## src/rtl/fp8_stream_unpack_if.sv

```systemverilog
// Handshake bundle for the FP8->FP32 widener: packed-word input stream and FP32 element output stream.
// The slave modport is the widener's view; master is the upstream/downstream environment's view.
interface fp8_stream_unpack_if #(
  parameter int LANES = 4
) ();
  localparam int NW = $clog2(LANES + 1);

  logic [8*LANES-1:0] word_i;
  logic [NW-1:0]      word_nlanes_i;
  logic               word_last_i;
  logic               word_valid_i;
  logic               word_ready_o;
  logic [31:0]        f32_o;
  logic               f32_valid_o;
  logic               f32_ready_i;
  logic               f32_last_o;
  logic               nan_o;
  logic [31:0]        elem_cnt_o;

  modport slave (
    input  word_i, word_nlanes_i, word_last_i, word_valid_i, f32_ready_i,
    output word_ready_o, f32_o, f32_valid_o, f32_last_o, nan_o, elem_cnt_o
  );

  modport master (
    output word_i, word_nlanes_i, word_last_i, word_valid_i, f32_ready_i,
    input  word_ready_o, f32_o, f32_valid_o, f32_last_o, nan_o, elem_cnt_o
  );
endinterface

```

## src/rtl/fp8_stream_unpack.sv

```systemverilog
// Streaming FP8->FP32 widener: serializes packed FP8 lanes of a word into one exact FP32 element per handshake.
//  state | meaning
//  IDLE  | no word held, ready for a new word, output invalid
//  EMIT  | word held, f32_o presents lane lane_idx until accepted
module fp8_stream_unpack #(
  parameter int E     = 5,
  parameter int M     = 2,
  parameter int LANES = 4
) (
  input logic                clk,
  input logic                rst,
  fp8_stream_unpack_if.slave bus
);
  localparam int NW   = $clog2(LANES + 1);
  localparam int B8   = 2**(E-1) - 1;
  localparam int EMAX = 2**E - 1;

  typedef enum logic {IDLE, EMIT} state_t;

  state_t             state;
  logic [8*LANES-1:0] word_q;
  logic [NW-1:0]      nlanes_q;
  logic [NW-1:0]      lane_idx;
  logic               last_q;
  logic [31:0]        f32_q;
  logic               valid_q;
  logic               last_out_q;
  logic               nan_q;
  logic [31:0]        cnt_q;

  // Returns {nan, fp32}. Every FP8 value is exactly representable in FP32.
  function automatic logic [32:0] conv(input logic [7:0] b);
    logic          s;
    logic [E-1:0]  e;
    logic [M-1:0]  m;
    logic [7:0]    ex;
    logic [22:0]   mt;
    logic          nan;
    int            p;
    s   = b[7];
    e   = b[E+M-1:M];
    m   = b[M-1:0];
    ex  = 8'd0;
    mt  = 23'd0;
    nan = 1'b0;
    p   = 0;
    if (e == '0) begin
      if (m != '0) begin
        for (int i = 0; i < M; i++)
          if (m[i]) p = i + 1;
        ex = 8'(127 + p - B8 - M);
        mt = {m, (23-M)'(0)} << (M - p + 1);
      end
    end else if (e == E'(EMAX)) begin
      ex = 8'hFF;
      if (m != '0) begin
        mt  = {m, (23-M)'(0)} | 23'h400000;
        nan = 1'b1;
      end
    end else begin
      ex = 8'(int'(e) - B8 + 127);
      mt = {m, (23-M)'(0)};
    end
    return {nan, s, ex, mt};
  endfunction

  function automatic logic [7:0] lane_sel(input logic [8*LANES-1:0] w, input logic [NW-1:0] idx);
    logic [7:0] r;
    r = 8'd0;
    for (int k = 0; k < LANES; k++)
      if (idx == NW'(k)) r = w[8*k +: 8];
    return r;
  endfunction

  logic [NW-1:0] nlanes_in;
  logic [NW-1:0] next_idx;
  logic          final_lane;
  logic [32:0]   conv_in;
  logic [32:0]   conv_next;

  // Zero (and any out-of-range count) means a full word.
  assign nlanes_in  = (bus.word_nlanes_i == '0 || bus.word_nlanes_i > NW'(LANES))
                      ? NW'(LANES) : bus.word_nlanes_i;
  assign next_idx   = lane_idx + NW'(1);
  assign final_lane = (lane_idx == nlanes_q - NW'(1));
  assign conv_in    = conv(bus.word_i[7:0]);
  assign conv_next  = conv(lane_sel(word_q, next_idx));

  // Combinational from f32_ready_i so a new word can follow the final lane without a bubble.
  assign bus.word_ready_o = (state == IDLE) || (final_lane && bus.f32_ready_i);

  always_ff @(posedge clk) begin
    if (rst) begin
      state      <= IDLE;
      word_q     <= '0;
      nlanes_q   <= '0;
      lane_idx   <= '0;
      last_q     <= 1'b0;
      f32_q      <= 32'd0;
      valid_q    <= 1'b0;
      last_out_q <= 1'b0;
      nan_q      <= 1'b0;
      cnt_q      <= 32'd0;
    end else begin
      unique case (state)
        IDLE: begin
          if (bus.word_valid_i) begin
            word_q     <= bus.word_i;
            nlanes_q   <= nlanes_in;
            last_q     <= bus.word_last_i;
            lane_idx   <= '0;
            f32_q      <= conv_in[31:0];
            nan_q      <= conv_in[32];
            last_out_q <= bus.word_last_i && (nlanes_in == NW'(1));
            valid_q    <= 1'b1;
            state      <= EMIT;
          end
        end
        EMIT: begin
          if (bus.f32_ready_i) begin
            cnt_q <= cnt_q + 32'd1;
            if (!final_lane) begin
              lane_idx   <= next_idx;
              f32_q      <= conv_next[31:0];
              nan_q      <= conv_next[32];
              last_out_q <= last_q && (next_idx == nlanes_q - NW'(1));
            end else if (bus.word_valid_i) begin
              word_q     <= bus.word_i;
              nlanes_q   <= nlanes_in;
              last_q     <= bus.word_last_i;
              lane_idx   <= '0;
              f32_q      <= conv_in[31:0];
              nan_q      <= conv_in[32];
              last_out_q <= bus.word_last_i && (nlanes_in == NW'(1));
            end else begin
              valid_q    <= 1'b0;
              last_out_q <= 1'b0;
              state      <= IDLE;
            end
          end
        end
        default: state <= IDLE;
      endcase
    end
  end

  assign bus.f32_o       = f32_q;
  assign bus.f32_valid_o = valid_q;
  assign bus.f32_last_o  = last_out_q;
  assign bus.nan_o       = nan_q;
  assign bus.elem_cnt_o  = cnt_q;
endmodule

```

## src/flat_wrapper.sv

```systemverilog
// flat-port wrapper written by rule: the top's interface ports become plain ports
module fp8_stream_unpack_flat 
#(
  parameter int E     = 5,
  parameter int M     = 2,
  parameter int LANES = 4
)
  (clk, rst, bus_word_i, bus_word_nlanes_i, bus_word_last_i, bus_word_valid_i, bus_f32_ready_i, bus_word_ready_o, bus_f32_o, bus_f32_valid_o, bus_f32_last_o, bus_nan_o, bus_elem_cnt_o);
  fp8_stream_unpack_if #(.LANES(LANES)) bus_i ();
  input logic clk;
  input logic rst;
  input wire logic [$bits(bus_i.word_i)-1:0] bus_word_i;
  input wire logic [$bits(bus_i.word_nlanes_i)-1:0] bus_word_nlanes_i;
  input wire logic [$bits(bus_i.word_last_i)-1:0] bus_word_last_i;
  input wire logic [$bits(bus_i.word_valid_i)-1:0] bus_word_valid_i;
  input wire logic [$bits(bus_i.f32_ready_i)-1:0] bus_f32_ready_i;
  output wire logic [$bits(bus_i.word_ready_o)-1:0] bus_word_ready_o;
  output wire logic [$bits(bus_i.f32_o)-1:0] bus_f32_o;
  output wire logic [$bits(bus_i.f32_valid_o)-1:0] bus_f32_valid_o;
  output wire logic [$bits(bus_i.f32_last_o)-1:0] bus_f32_last_o;
  output wire logic [$bits(bus_i.nan_o)-1:0] bus_nan_o;
  output wire logic [$bits(bus_i.elem_cnt_o)-1:0] bus_elem_cnt_o;
  assign bus_i.word_i = bus_word_i;
  assign bus_i.word_nlanes_i = bus_word_nlanes_i;
  assign bus_i.word_last_i = bus_word_last_i;
  assign bus_i.word_valid_i = bus_word_valid_i;
  assign bus_i.f32_ready_i = bus_f32_ready_i;
  assign bus_word_ready_o = bus_i.word_ready_o;
  assign bus_f32_o = bus_i.f32_o;
  assign bus_f32_valid_o = bus_i.f32_valid_o;
  assign bus_f32_last_o = bus_i.f32_last_o;
  assign bus_nan_o = bus_i.nan_o;
  assign bus_elem_cnt_o = bus_i.elem_cnt_o;
  fp8_stream_unpack #(.E(E), .M(M), .LANES(LANES)) u_core (.clk(clk), .rst(rst), .bus(bus_i));
endmodule
```

## config.mk

```make
export PLATFORM = sky130hd
export DESIGN_NAME = fp8_stream_unpack_flat
export DESIGN_NICKNAME = d
export VERILOG_FILES = /design/src/rtl/fp8_stream_unpack_if.sv /design/src/rtl/fp8_stream_unpack.sv /design/src/flat_wrapper.sv
export SDC_FILE = /design/constraint.sdc
export NUM_CORES = 1
export LEC_CHECK = 0
export ABC_AREA = 1
export ABC_CLOCK_PERIOD_IN_PS = 2400
export CORE_MARGIN = 3
export CORE_UTILIZATION = 43
export DETAILED_ROUTE_END_ITERATION = 10
export PLACE_DENSITY = 0.73
export RECOVER_POWER = 50
export SLEW_MARGIN = 20
export SYNTH_ARGS = -nofsm -noshare
export SYNTH_HDL_FRONTEND = slang
export SYNTH_SLANG_ARGS = --single-unit
export TNS_END_PERCENT = 50
```

## constraint.sdc

```tcl
create_clock -name clk -period 2.4 [get_ports clk]
set_input_delay 0.24 -clock clk [delete_from_list [all_inputs] [get_ports clk]]
set_output_delay 0.24 -clock clk [all_outputs]
set_load 0.01 [all_outputs]
```

Word-level counts from Yosys, hierarchy flattened
Index checks and enable logic that the tools add are counted.
W data, S select, Z words.
- memories: 0
- bits in writable memories: 0
- memory bits (read-only): 0
- word-level logic and storage cells: 129
- input port bits: 40
- bits in latches: 0
- register bits: 107
- order comparisons: 1
- equality and inequality tests: 12
- divide/modulo/power cells: 0
- bitwise operators: 1
- add/sub/neg operators: 17
- multiplexer cells: 71
- $mul: 0
- reductions and logical operators: 15
- shift operators: 2
- operators by type and width (cell ; count):
    $mux W32 ; 10
    $mux W23 ; 8
    $pmux W32 S2 ; 2
    $mux W8 ; 10
    $add A32 B2 Y32 const B ; 2
    $shl A23 B32 Y23 ; 2
    $sub A3 B32 Y32 const A ; 2
    $add A32 B1 Y32 const B ; 1
    $mux W1 ; 25
    $mux W3 ; 7
    $add A8 B8 Y8 const A ; 2
    $add A8 B8 Y8 const B ; 2
    $sub A8 B3 Y8 const B ; 2
    $sub A8 B5 Y8 const B ; 2
    $pmux W3 S2 ; 2
    $sub A5 B4 Y6 const B ; 2
    $eq A5 B5 Y1 const B ; 2
    $logic_not A5 Y1 ; 2
    $pmux W1 S2 ; 5
    $ne A2 B2 Y1 const B ; 4
    $eq A3 B1 Y1 const B ; 2
    $eq A3 B2 Y1 const B ; 2
    $eq A3 B3 Y1 ; 2
    $logic_not A3 Y1 ; 2
    other kinds (10) ; 17

Longest topological paths before layout
Gate-level depths: netlist of the first run.
- depth in word-level cells: 18
- mapped depth: 22
- depth with buffers taken out: 21

Worst setup path after synthesis of the first run
OpenSTA, ideal clock, no wires.
- kind: reg2reg
- start: reg u_core.lane_idx[0]
- end: reg u_core.f32_q[28], in the netlist u_core.bus.f32_o[28]
- period minus slack after synthesis: 2.500 ns
- setup time: 0.131 ns
- stages on the path, launching flop included: 21
- path slack: -0.100 ns
- arrival time: 2.370 ns
- cell sequence: dfxtp_1 > ha_1 > nand2_2 > nand2_4 > buf_6 > nand2_8 > o21ai_2 > inv_2 > nand2_2 > nand2_2 > ha_1 > nand2_1 > nor2_1 > ha_1 > nand3_1 > nand2_1 > nand3_1 > nand2_1 > nand2_1 > nand2_1 > a21oi_2
- word-level cells in the longest chain between the ends: 18
- elaborated cells on any way between the ends: 28
- those cells by class: 6 x add/sub; 5 x eq/ne; 14 x mux; 3 x reduce/logical
- RTL lines (element ; line ; source):
    start: declaration ; fp8_stream_unpack.sv:23 ; logic [NW-1:0] lane_idx;
    start signal: assignment ; fp8_stream_unpack.sv:123 ; lane_idx <= next_idx;
    $add A3 B1 Y3 ; fp8_stream_unpack.sv:84 ; assign next_idx = lane_idx + NW'(1);
    $logic_not A3 Y1 ; fp8_stream_unpack.sv:71 ; if (idx == NW'(k)) r = w[8*k +: 8];
    $mux W8 (4 in a row) ; fp8_stream_unpack.sv:71 ;
    $mux W1 ; fp8_stream_unpack.sv:50 ; if (m[i]) p = i + 1;
    $mux W2 ; fp8_stream_unpack.sv:50 ;
    $mux W32 ; fp8_stream_unpack.sv:48 ; if (m != '0) begin
    $mux W32 ; fp8_stream_unpack.sv:47 ; if (e == '0) begin
    $add A8 B8 Y8 ; fp8_stream_unpack.sv:51 ; ex = 8'(127 + p - B8 - M);
    $sub A8 B5 Y8 ; fp8_stream_unpack.sv:51 ;
    $sub A8 B3 Y8 ; fp8_stream_unpack.sv:51 ;
    $mux W8 ; fp8_stream_unpack.sv:48 ;
    $mux W8 ; fp8_stream_unpack.sv:47 ;
    $mux W32 * ; fp8_stream_unpack.sv:122 ; if (!final_lane) begin
    $mux W32 * ; fp8_stream_unpack.sv:120 ; if (bus.f32_ready_i) begin
    $pmux W32 S2 * ; fp8_stream_unpack.sv:105 ; unique case (state)
    end signal: assignment ; fp8_stream_unpack.sv:112 ; f32_q <= conv_in[31:0];
    end signal: assignment ; fp8_stream_unpack.sv:124 ; f32_q <= conv_next[31:0];
    end signal: assignment ; fp8_stream_unpack.sv:132 ; f32_q <= conv_in[31:0];
    end: declaration ; fp8_stream_unpack.sv:25 ; logic [31:0] f32_q;
Mark *: on every way between the ends. The rest lies on a longest branch, timed or not. The select of a mux whose other input is x is not followed.
A chain may end at the register's enable or synchronous reset.

Worst setup path in the final report of the first run
- start: reg u_core.lane_idx[0]
- end: reg u_core.f32_q[27], in the netlist u_core.bus.f32_o[27]
The elaborated chain is that of the path after synthesis.

==> metrics, run 1 <==
TritonCTS clock tree yes; Synth Area in Adders 3.25%; FF-to-FF Start u_core.lane_idx[0]; peak supply drop 394 µV; Post-synth ARST share 0%; Yosys Warn Count 0; sequential element share of the synthesized area 39.7%; Final Hold Violating Endpoints 0; RSZ-0062 raised after global routing yes; Die Width 118 µm; Main synth FF type dfxtp_1; hold_ws 0.438 ns; die area 0.0139 mm²; simple logic cell fraction of the synthesized area 28.8%; clock root cell clkbuf_16; Total Routed Length 15,100 µm; Worst Hold Class reg2reg; most frequent cells in the layout nand2_1, nor2_1, dfxtp_1, inv_1, dlygate4sd3_1; r2r setup slk 0.02 ns; Worst-Margin Slew 0.490 ns; n_diodes 0; Num CTS Buffers 9; Die Ht 118 µm; first-pass GRT wire length 24,600 µm; Area growth, synth to finish 39.9%; commonest non-fill, non-tap cell in the layout nand2_1; post-route ant nets 0; Syn Inst Count 750; FF/Latch Area 0.00215 mm²; cell area after synthesis 0.00540 mm²; #FFs+latches synth 107; FF-to-FF End u_core.bus.f32_o[27]; f_max 420 MHz; Row Count 40; Place WS -0.0722 ns; final max-slew violation count 0; Compound-Gate Fraction of Synth Area 17.2%; crit share post-route 99.2%; core region area 0.0122 mm²; final core occ 62.1%; Via Count 5,360; Max-cap violations 0; sw frac 29.5%; hpwl dp 10,700 µm; Startpoint Class flop; EDFF count, synth 0; largest family of logic cells by synthesized area simple AND/OR/NAND/NOR gates; Setup violations, final 0; GRT Util Overall 21.4%; drt via density 5.02; vias in the first global route 5,125; clk buf depth 2; H-tree depth 3; Slew HR 67.2%; multi-input logic area 0.00303 mm²; pwr/cell area 558 mW/mm²; mux contribution to synthesized area 0%; Ports 108; crit path launch u_core.lane_idx[0]; Sink Count 107; clock group share of total power 33.9%; static leakage power 3.26 nW; number of antenna violations at the first check in global routing 0; post-synthesis xor/xnor area fraction 2.27%; FILL cells 1,119; P_int 0.00297 W; Worst Setup EP u_core.bus.f32_o[27]; latest clock arrival within the worst-skew pair 0.36 ns; Period minus WS final 2.38 ns; layout cells sized above 1 18.2%; 1st-iter DRT viols 423; Worst Min Path Start u_core.bus.f32_o[12]; Worst Path Arrival 2.62 ns; largest net degree at the start of global routing 56; Final nets 949; status complete, no violations; Worst-path clk slew 0.07 ns; TritonRoute pass-1 iters 5; Overflow after GRT 0; Psw 0.00124 W; Hold Buf Count CTS 0; routed len/inst 14.1 µm; Initial Utilization 44.4%; setup tns final 0 ns; DRC Markers 0; Reg2Reg Depth 21; Critical Path End Type flop; GPL Wtd Cong 0.934; crit-path max FO 7; Crit path required time 2.64 ns; syn_area_per_cell 7.20 µm²; Distinct cells, synth 53; Port-buffer cells 107; syn nets 804; Crit Path Class reg2reg; Seq pwr share 45.6%; Final Skew 0.00787 ns; Comb power frac 20.5%; post-route setup slack 0.0192 ns
==> state kept, by name, summed over array words and instances (netlist names) <==
name and flops:
u_core.bus.elem_cnt_o 32, u_core.bus.f32_o 32, u_core.word_q 32, u_core.lane_idx 3
u_core.nlanes_q 3, u_core.bus.f32_last_o 1, u_core.bus.f32_valid_o 1, u_core.bus.nan_o 1
u_core.last_q 1, u_core.state 1
==> final cells by class <==
type,instances,area share (%)
clock buffers,11,3.22
clock inverters,5,0.497
flip-flops and latches,107,28.5
inverters,95,4.84
multi-input cells,524,40.1
repair buffers,158,20.1
well taps,168,2.78
==> timing repair <==
action | CTS | global route
setup endpoints to repair | 6 | 14
pin swaps | 13 | 31
gates resized for setup | 9 | 56
gates cloned | 1 | 0
setup buffers | 4 | 5
==> worst min-delay path by stage <==
| stage | endpoint | cells past startpoint |
|---|---|---|
| 6_report | u_core.bus.f32_o[12] | 2 |
| 5_1_grt | u_core.bus.f32_o[6] | 2 |
| 4_1_cts | u_core.bus.f32_o[12] | 2 |
| 3_5_place_dp | u_core.bus.f32_o[13] | 2 |
| 3_3_place_gp | u_core.bus.f32_o[15] | 2 |
| 2_1_floorplan | u_core.word_q[7] | 2 |
==> cell families (layout without fill, tap and decap cells) <==
kind of cell             count (synthesis)  count (layout)
flip-flops                             107             107
AO/OA/AOI/OAI                          162             162
AND/OR/NAND/NOR                        333             334
XOR/XNOR                                14              14
buffers and inverters                  120             269
adder cells (fa/ha/maj)                 14              14
==> cell usage after synthesis, drive strengths merged (2+ instances only) <==
cell | number | share of area (%)
nand3b | 2 | 0.28
dfxtp | 107 | 40
buf | 8 | 1.1
clkbuf | 17 | 1.2
nor3 | 11 | 1.3
inv | 91 | 6.3
o22ai | 3 | 0.35
nand4 | 9 | 1.3
nor2 | 117 | 8.9
nand2 | 142 | 11
xor2 | 6 | 0.97
or2 | 2 | 0.23
a31oi | 2 | 0.35
nor4 | 5 | 0.81
nand3 | 40 | 4.1
o211a | 2 | 0.37
a21oi | 60 | 5.7
o21ai | 72 | 7.0
o211ai | 2 | 0.28
clkinv | 4 | 0.28
a211oi | 4 | 0.56
nor3b | 4 | 0.74
o21a | 3 | 0.42
xnor2 | 8 | 1.3
o2111ai | 2 | 0.32
ha | 14 | 3.2
a41oi | 3 | 0.49
a32oi | 2 | 0.32
==> power groups by stage <==
stage                     Combinational, W  Clock (W)  Sequential, W
final                             0.000864    0.00143        0.00192
after global routing              0.000956    0.00151        0.00193
after CTS                         0.000787    0.00146        0.00192
after detailed placement          0.000768          0        0.00196
after global placement            0.000758          0        0.00196
after floorplan                   0.000467          0        0.00195
==> critical path, stage by stage (launching register included) <==
cell,delay (ns)
dfxtp_4,0.36
ha_4,0.16
inv_2,0.05
nand2_2,0.05
nand2_4,0.12
buf_12,0.12
nand2_8,0.05
o21ai_2,0.12
inv_2,0.04
nand2_2,0.08
nand2_4,0.07
ha_4,0.17
nand2_4,0.07
nor2_4,0.04
ha_4,0.29
inv_1,0.04
nand2_1,0.05
nand3_1,0.07
nand2_1,0.10
nand3_2,0.07
nand2_1,0.07
a21oi_1,0.06
==> layer usage <==
layer / GRT usage (%) / up-vias / wire [µm]
li1: - / 2743 / -
met2: 34.7 / 152 / 7100
met3: 6.82 / 14 / 1050
met1: 27.6 / 2451 / 6770
met5: 0 / - / 0
met4: 5.42 / 0 / 182
==> metrics by stage <==
stage	total power, W	cells	instance area, µm²
global placement	0.00272	1042	6940
global route	0.00440	1068	7550
detailed placement	0.00273	1042	6940
floorplan	0.00242	750	5410
CTS	0.00417	1063	7300
finish	0.00421	1068	7550
Note: power is estimated with default switching activity, not from simulation.
==> inputs of run 2 (changes only) <==
--- a/config.mk
+++ b/config.mk
@@ -7,8 +7,9 @@
 export LEC_CHECK = 0
 export ABC_AREA = 1
 export ABC_CLOCK_PERIOD_IN_PS = 2400
-export CORE_MARGIN = 3
+export CORE_MARGIN = 8
 export CORE_UTILIZATION = 43
+export CTS_CLUSTER_DIAMETER = 100
 export DETAILED_ROUTE_END_ITERATION = 10
 export PLACE_DENSITY = 0.73
 export RECOVER_POWER = 50
==> run 2 against run 1 <==
Against the previous run:
- worst setup slack got worse by 0.017 ns
- global-route usage fell by 3.3 points
- largest cell class unchanged
- fmax down 0.73%
- largest power group unchanged
==> metrics, run 2 (same netlist as run 1, synthesis figures left out) <==
status complete, no violations; P_int 0.00323 W (+8.8%); crit-path max FO 5 (-2); n_diodes 0 (unchanged); Final Cell Area 0.00755 mm² (about the same); Setup violations, final 0 (unchanged); TritonCTS clock tree yes; crit share post-route 99.9% (+0.72 points); M3 GR Usage 6.95% (+0.12 points); clock root cell clkbuf_16; DRC Markers 0 (unchanged); Seq pwr share 43.2% (-2.4 points); crit path launch u_core.lane_idx[0]; Via Count 5,313 (-0.88%); Die Ht 128 µm (+8.5%); f_max 417 MHz (-0.73%); first-pass GRT wire length 24,000 µm (-2.7%); Total Routed Length 14,900 µm (-1.3%); Crit path required time 2.63 ns (about the same); latest clock arrival within the worst-skew pair 0.35 ns (about the same); Crit Path Class reg2reg; Slew HR 52.3% (-15 points); post-route ant nets 0 (unchanged); Worst Path Arrival 2.63 ns (about the same); 1st-iter DRT viols 405 (-4.3%); Overflow after GRT 0 (unchanged); Worst Hold Class reg2reg; clock group share of total power 37.3% (+3.4 points); Port-buffer cells 107 (unchanged); die area 0.0164 mm² (+18%); hpwl dp 10,900 µm (+1.7%); met2 usage 29.1% (-5.6 points); dpl cells 1,046 (+0.38%); Worst-path clk slew 0.07 ns (about the same); H-tree depth 3 (unchanged); peak supply drop 479 µV (+21%); pwr/cell area 588 mW/mm² (+5.4%); static leakage power 3.26 nW (about the same); GR peak layer met2; Row Count 41 (+2.5%); Final Hold Violating Endpoints 0 (unchanged); Final nets 943 (-0.63%); Max-cap violations 0 (unchanged); largest net degree at the start of global routing 38 (-32%); drt via density 4.99 (-0.60%); GPL Wtd Cong 0.910 (-2.5%); GRT Util Overall 18.1% (-3.3 points); routed len/inst 14.0 µm (-1.0%); most frequent cells in the layout nand2_1, nor2_1, dfxtp_1, inv_1; Initial Utilization 43.5% (-0.90 points); met1 Resource Use GR 21.5% (-6.0 points); Ports 108 (unchanged); Num CTS Buffers 9 (unchanged); Comb power frac 19.5% (-1.0 points); RSZ-0062 raised after global routing yes; DP Area 0.00695 mm² (about the same); layout cells sized above 1 17.5% (-0.75 points); FF-to-FF Start u_core.lane_idx[0]; sw frac 27.2% (-2.3 points); Startpoint Class flop; final max-slew violation count 0 (unchanged); Period minus WS final 2.40 ns (+0.0174 ns); Final Skew 0.00751 ns (-0.000356 ns); Sink Count 107 (unchanged); clk buf depth 2 (unchanged); Area growth, synth to finish 39.8% (about the same); core region area 0.0124 mm² (+2.1%); Non-Filler Instances 1,065 (-0.28%); number of antenna violations at the first check in global routing 0 (unchanged); Critical Path End Type flop; vias in the first global route 5,039 (-1.7%); Worst-Margin Slew 0.715 ns (+0.225 ns); Worst Min Path Start u_core.bus.f32_o[3]; commonest non-fill, non-tap cell in the layout nand2_1; Die Width 128 µm (+8.5%); final core occ 60.8% (-1.3 points); TritonRoute pass-1 iters 5 (unchanged); Psw 0.00121 W (-3.0%)
## run 2: cell count changes in the layout (fill, tap and decap cells not counted), sizes merged
cell           before  now
clkdlybuf4s50      38   40
bufinv              0    2
inv                91   92
dlygate4sd3        68   66
clkinvlp            3    0
buf                47   44
clkinv              6    4
clkbuf             15   13
## run 2: worst paths after layout
path                     endpoint  slack (ns)  cells past startpoint
min reg2reg   u_core.bus.f32_o[3]        0.44                      2
max reg2reg  u_core.bus.f32_o[28]       0.002                     21
min           u_core.bus.f32_o[3]        0.44                      2
max          u_core.bus.f32_o[28]       0.002                     21
## run 2: critical path, cell delays in order (launching register included)
cell and delay (ns):
dfxtp_4 0.36, ha_4 0.18, inv_4 0.06, nand2_4 0.06, nand2_4 0.10, buf_12 0.11
nand2_8 0.05, o21ai_2 0.12, inv_2 0.04, nand2_2 0.08, nand2_4 0.07, ha_4 0.16
inv_1 0.05, nand3_1 0.14, a21oi_4 0.22, nand3_2 0.11, nand2_2 0.09, nand3_2 0.07
nand2_1 0.06, nand2_1 0.04, nand2_1 0.07, a21oi_2 0.05
## run 2: routing by layer
| metal | wire [µm] | share of wire, % | vias to the layer above |
|---|---|---|---|
| met5 | 0 | 0 | - |
| met4 | 320 | 2.1 | 0 |
| met1 | 6510 | 44 | 2409 |
| met2 | 6860 | 46 | 147 |
| met3 | 1220 | 8.2 | 26 |
| li1 | - | - | 2731 |
## run 2: repair_timing
action                     in CTS  in global routing
setup endpoints to repair       7                 20
cloned                          1                  0
hold buffers                    0                  0
setup buffers                   1                  2
resized for setup              12                 54
pin swaps                       5                 14
## run 2: metrics by stage
step	hold slack, ns	setup TNS, ns	setup slack [ns]	power, W
floorplan	0.384	0	0.00393	0.00242
global placement	0.429	0	0.00961	0.00272
detailed placement	0.432	-0.0991	-0.0638	0.00273
CTS	0.442	-0.0489	-0.0206	0.00439
global route	0.452	-1.14	-0.157	0.00464
finish	0.436	0	0.00180	0.00444
## run 2: cell type report
class	instances	area [µm²]
Sequential cell	107	2150
Clock inverter	3	68.8
Fill cell	1130	4870
Tap cell	172	215
Multi-Input combinational cell	524	3000
Clock buffer	12	267
Timing Repair Buffer	152	1480
Inverter	95	364
## run 2: power groups by stage
stage,combinational (W),sequential (W),clock [W]
4_1_cts,0.000784,0.00192,0.00169
3_3_place_gp,0.000763,0.00196,0
3_5_place_dp,0.000771,0.00195,0
6_report,0.000864,0.00192,0.00166
2_1_floorplan,0.000467,0.00195,0
5_1_grt,0.000956,0.00192,0.00176
